File: config.mk
export PLATFORM = sky130hd
export DESIGN_NAME = m_pool_1
export DESIGN_NICKNAME = d
export VERILOG_FILES = /design/src/rtl/m_pool_1.sv
export SDC_FILE = /design/constraint.sdc
export NUM_CORES = 1
export LEC_CHECK = 0
export CAP_MARGIN = 20
export CORE_MARGIN = 2
export CORE_UTILIZATION = 45
export DETAILED_ROUTE_END_ITERATION = 7
export GPL_TIMING_DRIVEN = 0
export PLACE_DENSITY = 0.72
export SETUP_SLACK_MARGIN = 0.02
export SLEW_MARGIN = 20
export SYNTH_ARGS = -nofsm -noshare
export SYNTH_HDL_FRONTEND = slang
export SYNTH_SLANG_ARGS = --single-unit
File: constraint.sdc
create_clock -name clk_in -period 6.6 [get_ports clk_in]
set_input_delay 0.99 -clock clk_in [delete_from_list [all_inputs] [get_ports clk_in]]
set_output_delay 0.99 -clock clk_in [all_outputs]
set_load 0.05 [all_outputs]
File: src/rtl/m_pool_1.sv
// m_pool_1: ReLU followed by 2x2 stride-2 max pooling over a strobed raster stream.
// Columns pair up through hold_q and rows pair up through a half-row line buffer.
module m_pool_1 #(
    parameter int map_w   = 88,
    parameter int map_h   = 88,
    parameter int num_out = 1936
) (
    input  logic        clk_in,
    input  logic        rst_n,
    input  logic        start,
    input  logic [15:0] map_in,
    input  logic        save_in,
    output logic [15:0] map_out,
    output logic        save,
    output logic        ready
);
    localparam int COL_W = $clog2(map_w);
    localparam int ROW_W = $clog2(map_h);
    localparam int CNT_W = $clog2(num_out + 1);
    localparam int IDX_W = COL_W - 1;

    logic [COL_W-1:0] col_q, col_d;
    logic [ROW_W-1:0] row_q, row_d;
    logic [15:0]      hold_q, hold_d;
    logic [CNT_W-1:0] out_cnt_q, out_cnt_d;
    logic             done_q, done_d;
    logic [15:0]      map_out_q, map_out_d;
    logic             save_q, save_d;
    logic             ready_q, ready_d;

    logic [15:0]      lbuf_q [map_w/2];
    logic             lbuf_we;
    logic [IDX_W-1:0] lbuf_idx;
    logic [15:0]      lbuf_rd;
    logic [15:0]      relu;
    logic [15:0]      h_max;
    logic [15:0]      v_max;
    logic             accept;

    always_comb begin
        relu     = map_in[15] ? 16'd0 : map_in;
        h_max    = ($signed(hold_q) > $signed(relu)) ? hold_q : relu;
        lbuf_idx = col_q[COL_W-1:1];
        lbuf_rd  = lbuf_q[lbuf_idx];
        v_max    = ($signed(lbuf_rd) > $signed(h_max)) ? lbuf_rd : h_max;
        accept   = start && save_in && !done_q;

        col_d     = col_q;
        row_d     = row_q;
        hold_d    = hold_q;
        out_cnt_d = out_cnt_q;
        done_d    = done_q;
        map_out_d = map_out_q;
        save_d    = 1'b0;
        ready_d   = !done_q;
        lbuf_we   = 1'b0;

        if (!start) begin
            // Dropping start abandons any partially collected window.
            col_d  = '0;
            row_d  = '0;
            hold_d = '0;
        end else if (accept) begin
            if (!col_q[0]) begin
                hold_d = relu;
            end else if (!row_q[0]) begin
                lbuf_we = 1'b1;
            end else begin
                map_out_d = v_max;
                save_d    = 1'b1;
                out_cnt_d = out_cnt_q + 1'b1;
                if (out_cnt_q == CNT_W'(num_out - 1)) begin
                    done_d = 1'b1;
                end
            end

            if (col_q == COL_W'(map_w - 1)) begin
                col_d = '0;
                row_d = (row_q == ROW_W'(map_h - 1)) ? '0 : row_q + 1'b1;
            end else begin
                col_d = col_q + 1'b1;
            end
        end
    end

    always_ff @(posedge clk_in or posedge rst_n) begin
        if (rst_n) begin
            col_q     <= '0;
            row_q     <= '0;
            hold_q    <= '0;
            out_cnt_q <= '0;
            done_q    <= 1'b0;
            map_out_q <= '0;
            save_q    <= 1'b0;
            ready_q   <= 1'b1;
        end else begin
            col_q     <= col_d;
            row_q     <= row_d;
            hold_q    <= hold_d;
            out_cnt_q <= out_cnt_d;
            done_q    <= done_d;
            map_out_q <= map_out_d;
            save_q    <= save_d;
            ready_q   <= ready_d;
        end
    end

    // Line buffer holds the even-row horizontal maxima; every entry is rewritten before it is read.
    always_ff @(posedge clk_in) begin
        if (lbuf_we) begin
            lbuf_q[lbuf_idx] <= h_max;
        end
    end

    assign map_out = map_out_q;
    assign save    = save_q;
    assign ready   = ready_q;
endmodule

==> flow_summary.ini, run 1 <==
[status]
status = finished, violations left
violations = DRC

[clocking]
path_clk_slew_ps = 60
clk_latency_ps = 640
clock_tree.root_cell = clkbuf_16
clockBufferDepth = 3
cts_tree = done
cts_made_buffers = 70
cts_sinks = 718
cts-htree-levels = 3

[layout]
fin_util = 0.5309
ff_latch_area_mm2 = 0.02127
final_cell_mix = 660 x edfxtp_1, 134 x a22oi_1, 93 x nand2_1, 71 x clkbuf_16, 65 x clkbuf_1
instances_no_fill = 2772
fin_area_mm2 = 0.03288
num_antenna_cells = 0
area_growth_pct = 16.12
layout-drive-gt1-share = 0.1623
nets = 1932
fillers = 4869
final_common_cell = edfxtp_1
multi_input_area_mm2 = 0.006623

[routing]
drtAntennaViolNets = 0
remaining_drc_errors = 2
initialDrtViolationCount = 3171
finalWirelength_um = 85460
vias = 18076
avgRoutedWirePerCell_um = 30.83
dr.pass1.iters = 8
vias_per_cell = 6.521

[sta]
period_needed_ps = 6539
fin_crit_sh = 0.9908
tightest_slew_ps = 1276
hold_viol = 0
slew_headroom = 0.1494
fmax_mhz = 152.9
tns_ps = 0
fin_ws_ps = 60.88
whs_ps = 492.6
rsz0062_at_grt = false
maxSlewViolCount = 0
fin_skew_ps = 43.49
setup_violations = 0

[logic_synthesis]
synth_top_area_share = 0.6999
synth_area_mm2 = 0.02832
synth_cells = 1726
synthArstFlopShare = 0.08078
ys.flop_type = edfxtp_1
synth_area_per_cell_um2 = 16.41
yosysWarnings = 0
yosysSeqAreaShare = 0.7512
ys_types = 70
synth_edf_count = 660
synthTopCellsByArea = edfxtp_1 70%, dfrtp_1 5.0%, a22oi_1 3.6%
synth_top_area_cell = edfxtp_1
syn-num-nets = 1778
ys_seq_elements = 718

[grt]
gr-total-overflow = 0
grt_pass1_wl_um = 122300
grt_antenna_before_repair = 4
grt_pass1_vias = 17526
grt_start_max_net_pins = 59
grt.total_usage = 0.2661

[worst_hold_path]
hp-class = reg -> reg

[die]
io-pin-count = 38
num_rows = 91
die_w_um = 254.9
die_y_um = 254.9
start_util = 0.4572
die_area_mm2 = 0.06495
coreArea_mm2 = 0.06194

[flow_run]
maxCapViolCount = 0

[placed_design]
place_congestion = 0.9295
hpwlAfterDp_um = 55800
dp_slack_ps = -503.6
port_buffers = 35
dp.cells = 2644
placed_area_mm2 = 0.03054

[power]
vdd_ir_drop_max_mv = 0.2616
cellLeakagePower_nw = 10.63
p_per_area_mw_per_mm2 = 280.2
p_total_mw = 9.214

[critical_path]
cp_num_buf_inv = 6
crit_chain = buf_4 -> buf_6 -> buf_2 -> nor2_1 -> buf_2 -> clkbuf_1 -> a221oi_1 -> a31oi_1 -> nor4_1 -> nand2_1 -> ha_1 -> o21a_1 -> o21a_1 -> a221oi_1 -> a211o_1 -> o31a_4 -> buf_2 -> o2111ai_1 -> o211ai_2
startpoint_type = flip-flop
critPathSlowestCell = nor4_1
end_kind = flip-flop
cp.required_ps = 7130
slowest_delay_ps = 1080
path_class = reg -> reg
arrival_ps = 7070
critical-path-top-delay-family = compound AO/OA/AOI/OAI gates
cpMostUsedCell = buf_2
crit_fanout = 10
## routing by layer
| layer | global-route usage | part of all wire | up-vias |
|---|---|---|---|
| li1 | - | - | 7335 |
| met1 | 0.3569 | 0.36 | 9037 |
| met2 | 0.4019 | 0.45 | 1417 |
| met3 | 0.06112 | 0.13 | 287 |
| met4 | 0.1527 | 0.064 | 0 |
| met5 | 0 | 0 | - |
## final cells by class
cell class / instances / share of cell area
inverter: 25 / 0.002930
tap: 837 / 0.03185
clock inverter: 42 / 0.01438
buffer: 108 / 0.01545
clock buffer: 85 / 0.05563
multi-input combinational: 875 / 0.2014
sequential: 718 / 0.6469
timing repair buffer: 82 / 0.03150
## sequential cells by signal, summed over array words and instances (netlist names)
name,cells
lbuf_q,660
map_out,15
col_q,7
row_q,7
out_cnt_q,11
hold_q,15
ready,1
save,1
done_q,1
## logic make-up after synthesis
group           synth area share
fa+ha+maj                0.01414
xor+xnor                0.004330
simple gates             0.05108
flops                     0.7512
other cells            0.0001324
compound gates            0.1265
buf+inv                  0.02116
mux                      0.03150
## final timing paths
kind	endpoint	slack (ps)	from	depth (start not counted)
min in group asynchronous	map_out[10]$_DFFE_PP0P_	870	rst_n	2
hold reg to reg	out_cnt_q[10]$_DFFE_PP0P_	490	out_cnt_q[10]$_DFFE_PP0P_	1
setup / recovery	map_out[7]$_DFFE_PP0P_	60	col_q[3]$_DFFE_PP0N_	19
hold / removal	out_cnt_q[10]$_DFFE_PP0P_	490	out_cnt_q[10]$_DFFE_PP0P_	1
setup reg to reg	map_out[7]$_DFFE_PP0P_	60	col_q[3]$_DFFE_PP0N_	19
max in group asynchronous	out_cnt_q[6]$_DFFE_PP0P_	5230	rst_n	2
## Yosys cell counts, types with 7 or more instances
cell type / count
a22oi_1: 134
nand3_1: 35
buf_1: 11
buf_4: 8
o2111ai_1: 17
o211ai_1: 7
inv_1: 25
nand4_1: 13
nor4_1: 13
nand2_1: 93
xnor2_1: 11
a222oi_1: 12
o211ai_2: 10
edfxtp_1: 660
o21a_1: 18
nor2_1: 74
a21oi_1: 22
nand2b_1: 16
o21ai_0: 42
a31oi_1: 59
mux4_2: 21
clkbuf_1: 53
a221oi_1: 53
mux2i_1: 25
ha_1: 32
a22o_1: 46
dfrtp_1: 57
nor3_1: 8
buf_2: 32
mux2_2: 15
o31ai_1: 16
nor2b_1: 11
## where the power goes
group          switching [mW]  internal [mW]
clock network            1.75           2.31
logic                   0.135         0.0463
registers             0.00194           4.97
total                    1.89           7.33
## timing repair
action	in CTS	in global routing
setup buffers	0	1
endpoints found under the setup margin	0	15
gates resized for setup	0	5
hold buffers	0	0
Note: power is estimated with default switching activity, not from simulation.
==> run 2: changes to the inputs <==
--- a/config.mk
+++ b/config.mk
@@ -5,6 +5,7 @@
 export SDC_FILE = /design/constraint.sdc
 export NUM_CORES = 1
 export LEC_CHECK = 0
+export ABC_AREA = 1
 export CAP_MARGIN = 20
 export CORE_MARGIN = 2
 export CORE_UTILIZATION = 45
==> run 2 against run 1 <==
Against the previous run:
- the run now ends clean
- setup slack improved by 880 ps
- combinational power increased to 3.1 times the previous value
- sequential share of layout area decreased by 0.38 points
- sequential power increased by 4.2%
- first-iteration DRC count increased by 4.4%
- via count increased by 6.9%
- global-route usage decreased by 0.71 points
- register-to-register slack improved by 1100 ps
- largest cell class unchanged
- final cell count increased by 17%
- clock skew decreased by 11 ps
- utilization decreased by 0.56 points
- clock-buffer cell count increased by 3
==> flow_summary.ini, run 2 <==
[clocking]
clockBufferDepth = 3
cts_resized = 0
clk_latency_ps = 630
ctsHoldBuffers = 0
path_clk_slew_ps = 60
cts_setup_buffers = 0
cts_tree = done
clock_tree.root_cell = clkbuf_16
cts-htree-levels = 3
cts_made_buffers = 69
cts_sinks = 718

[routing]
vias = 19325
avgRoutedWirePerCell_um = 26.57
dr.pass1.iters = 6
initialDrtViolationCount = 3312
vias_per_cell = 5.983
drtAntennaViolNets = 0
remaining_drc_errors = 0
finalWirelength_um = 85820

[layout]
instances_no_fill = 3230
largest_reg_flops = 660
num_antenna_cells = 0
final_cell_mix = 660 x edfxtp_1, 534 x nand2_1, 115 x inv_1, 86 x o21ai_0, 78 x nand4_1
fin_area_mm2 = 0.03308
top_register = lbuf_q
multi_input_area_mm2 = 0.006462
ff_latch_area_mm2 = 0.02127
layout-drive-gt1-share = 0.1200
area_growth_pct = 15.76
fillers = 5127
nets = 2383
final_common_cell = edfxtp_1

[placed_design]
dp_slack_ps = 436.7
hpwlAfterDp_um = 56800
place_congestion = 0.9419
placed_area_mm2 = 0.03086
port_buffers = 36
dp.cells = 3106

[sta]
maxSlewViolCount = 0
rsz0062_at_grt = false
setup_violations = 0
fin_skew_ps = 32.78
tns_ps = 0
fin_ws_ps = 945.3
fmax_mhz = 176.8
period_needed_ps = 5655
fin_crit_sh = 0.8568
whs_ps = 435.0
tightest_slew_ps = 1274
hold_viol = 0
slew_headroom = 0.1506

[grt]
grt.total_usage = 0.2590
grt_pass1_wl_um = 123300
gr-total-overflow = 0
grt_start_max_net_pins = 59
grt_antenna_before_repair = 3
grt_pass1_vias = 18540

[logic_synthesis]
synth_top_area_share = 0.6936
ys.flop_type = edfxtp_1
synth_most_common_cell = edfxtp_1
synth_top_area_cell = edfxtp_1
synthTopCellsByCount = 660 x edfxtp_1, 535 x nand2_1, 127 x inv_1
synthArstFlopShare = 0.08078
ys_seq_elements = 718
synth_cells = 2178
yosysSeqAreaShare = 0.7444
synth_area_mm2 = 0.02857
synth_area_per_cell_um2 = 13.12
ys_types = 48
synth_edf_count = 660
synthTopCellsByArea = edfxtp_1 69%, nand2_1 7.0%, dfrtp_1 5.0%
syn-num-nets = 2230
yosysWarnings = 0

[critical_path]
r2r_slack_ps = 1190
crit_fanout = 10
cp_num_buf_inv = 7
end_kind = flip-flop
cpMostUsedCell = nand2_1
path_class = in -> reg
slowest_delay_ps = 510
arrival_ps = 6150
critical-path-top-delay-family = buffers and inverters
startpoint_type = primary input
critPathSlowestCell = clkbuf_1
cp.required_ps = 7100

[power]
cellLeakagePower_nw = 11.83
vdd_ir_drop_max_mv = 0.1942
p_per_area_mw_per_mm2 = 292.5

[die]
die_area_mm2 = 0.06553
num_rows = 92
start_util = 0.4538
die_y_um = 256.0
io-pin-count = 38
coreArea_mm2 = 0.06297
die_w_um = 256.0

[worst_hold_path]
hp-class = reg -> reg

[status]
status = completed

[flow_run]
maxCapViolCount = 0
==> run 2: changes by cell type after synthesis, sizes merged, moves of 20 or more <==
cell	before	now
a22o	46	17
a22oi	134	77
nand4	13	78
mux2i	25	0
inv	25	137
o21ai	42	91
mux4	21	0
nand3	36	80
nand2	93	540
nor2	74	120
a31oi	60	2
a21oi	22	42
==> run 2: layer usage <==
| metal | up-vias | global-route usage | part of all wire | wire [um] |
|---|---|---|---|---|
| met1 | 9344 | 0.3374 | 0.36 | 31140 |
| li1 | 8255 | - | - | - |
| met2 | 1416 | 0.3946 | 0.45 | 38230 |
| met5 | - | 0.01170 | 0.0014 | 122 |
| met4 | 6 | 0.1475 | 0.063 | 5422 |
| met3 | 304 | 0.06724 | 0.13 | 10900 |
==> run 2: path summary, 6_finish.rpt <==
path / start / to / cells after the start
max: map_in[15] / map_out[4]$_DFFE_PP0P_ / 26
min: done_q$_DFFE_PP0P_ / ready$_DFF_PP1_ / 1
max reg2reg: col_q[1]$_DFFE_PP0N_ / map_out[4]$_DFFE_PP0P_ / 24
min reg2reg: done_q$_DFFE_PP0P_ / ready$_DFF_PP1_ / 1
max in group asynchronous: rst_n / hold_q[9]$_DFFE_PP0P_ / 2
min in group asynchronous: rst_n / row_q[1]$_DFFE_PP0P_ / 2
==> run 2: layout make-up <==
class | count | area share
Clock inverter | 36 | 0.009948
Inverter | 139 | 0.01585
Sequential cell | 718 | 0.6431
Timing Repair Buffer | 82 | 0.03230
Multi-Input combinational cell | 1219 | 0.1954
Clock buffer | 88 | 0.05689
Buffer | 102 | 0.01456
Tap cell | 846 | 0.03200
==> run 2: worst register-to-register path, cell delays in order, from the launching register on <==
cell      delay, ps
dfrtp_1         470
buf_4           220
buf_6           160
nand3_2         310
inv_2           180
clkbuf_1        480
nand2_1         180
nand4_1         160
nor3_1          320
nand3_1         120
o211ai_1        160
nand2_1         160
nor3_1          620
inv_1           100
ha_1            300
nand2_1          90
inv_1            50
a32o_1          250
a211oi_1        240
nand2_2         170
nand2_2         140
buf_4           180
nand2_1          70
nand3_1         120
nand2_1          60
==> run 2: cells by family after synthesis <==
| kind of cell | synth area share |
|---|---|
| xor gates and xnor gates | 0.003065 |
| AOI/OAI and AO/OA | 0.07816 |
| adders and majority gates | 0.01401 |
| and+or+nand+nor | 0.1253 |
| buffers and inverters | 0.03490 |
| other | 0.0001312 |
| DFF | 0.7444 |
==> run 2: through the flow <==
stage	power (mW)	util
final	9.674	0.5253
after global routing	9.901	0.5253
after CTS	9.657	0.5252
after detailed placement	5.818	0.4901
after global placement	5.754	0.4764
after floorplan	5.541	-
==> run 2: power by group <==
| part | switching (mW) | internal [mW] |
|---|---|---|
| Sequential | 0.00636 | 5.18 |
| Combinational | 0.439 | 0.116 |
| Clock | 1.71 | 2.22 |
| Total | 2.16 | 7.52 |
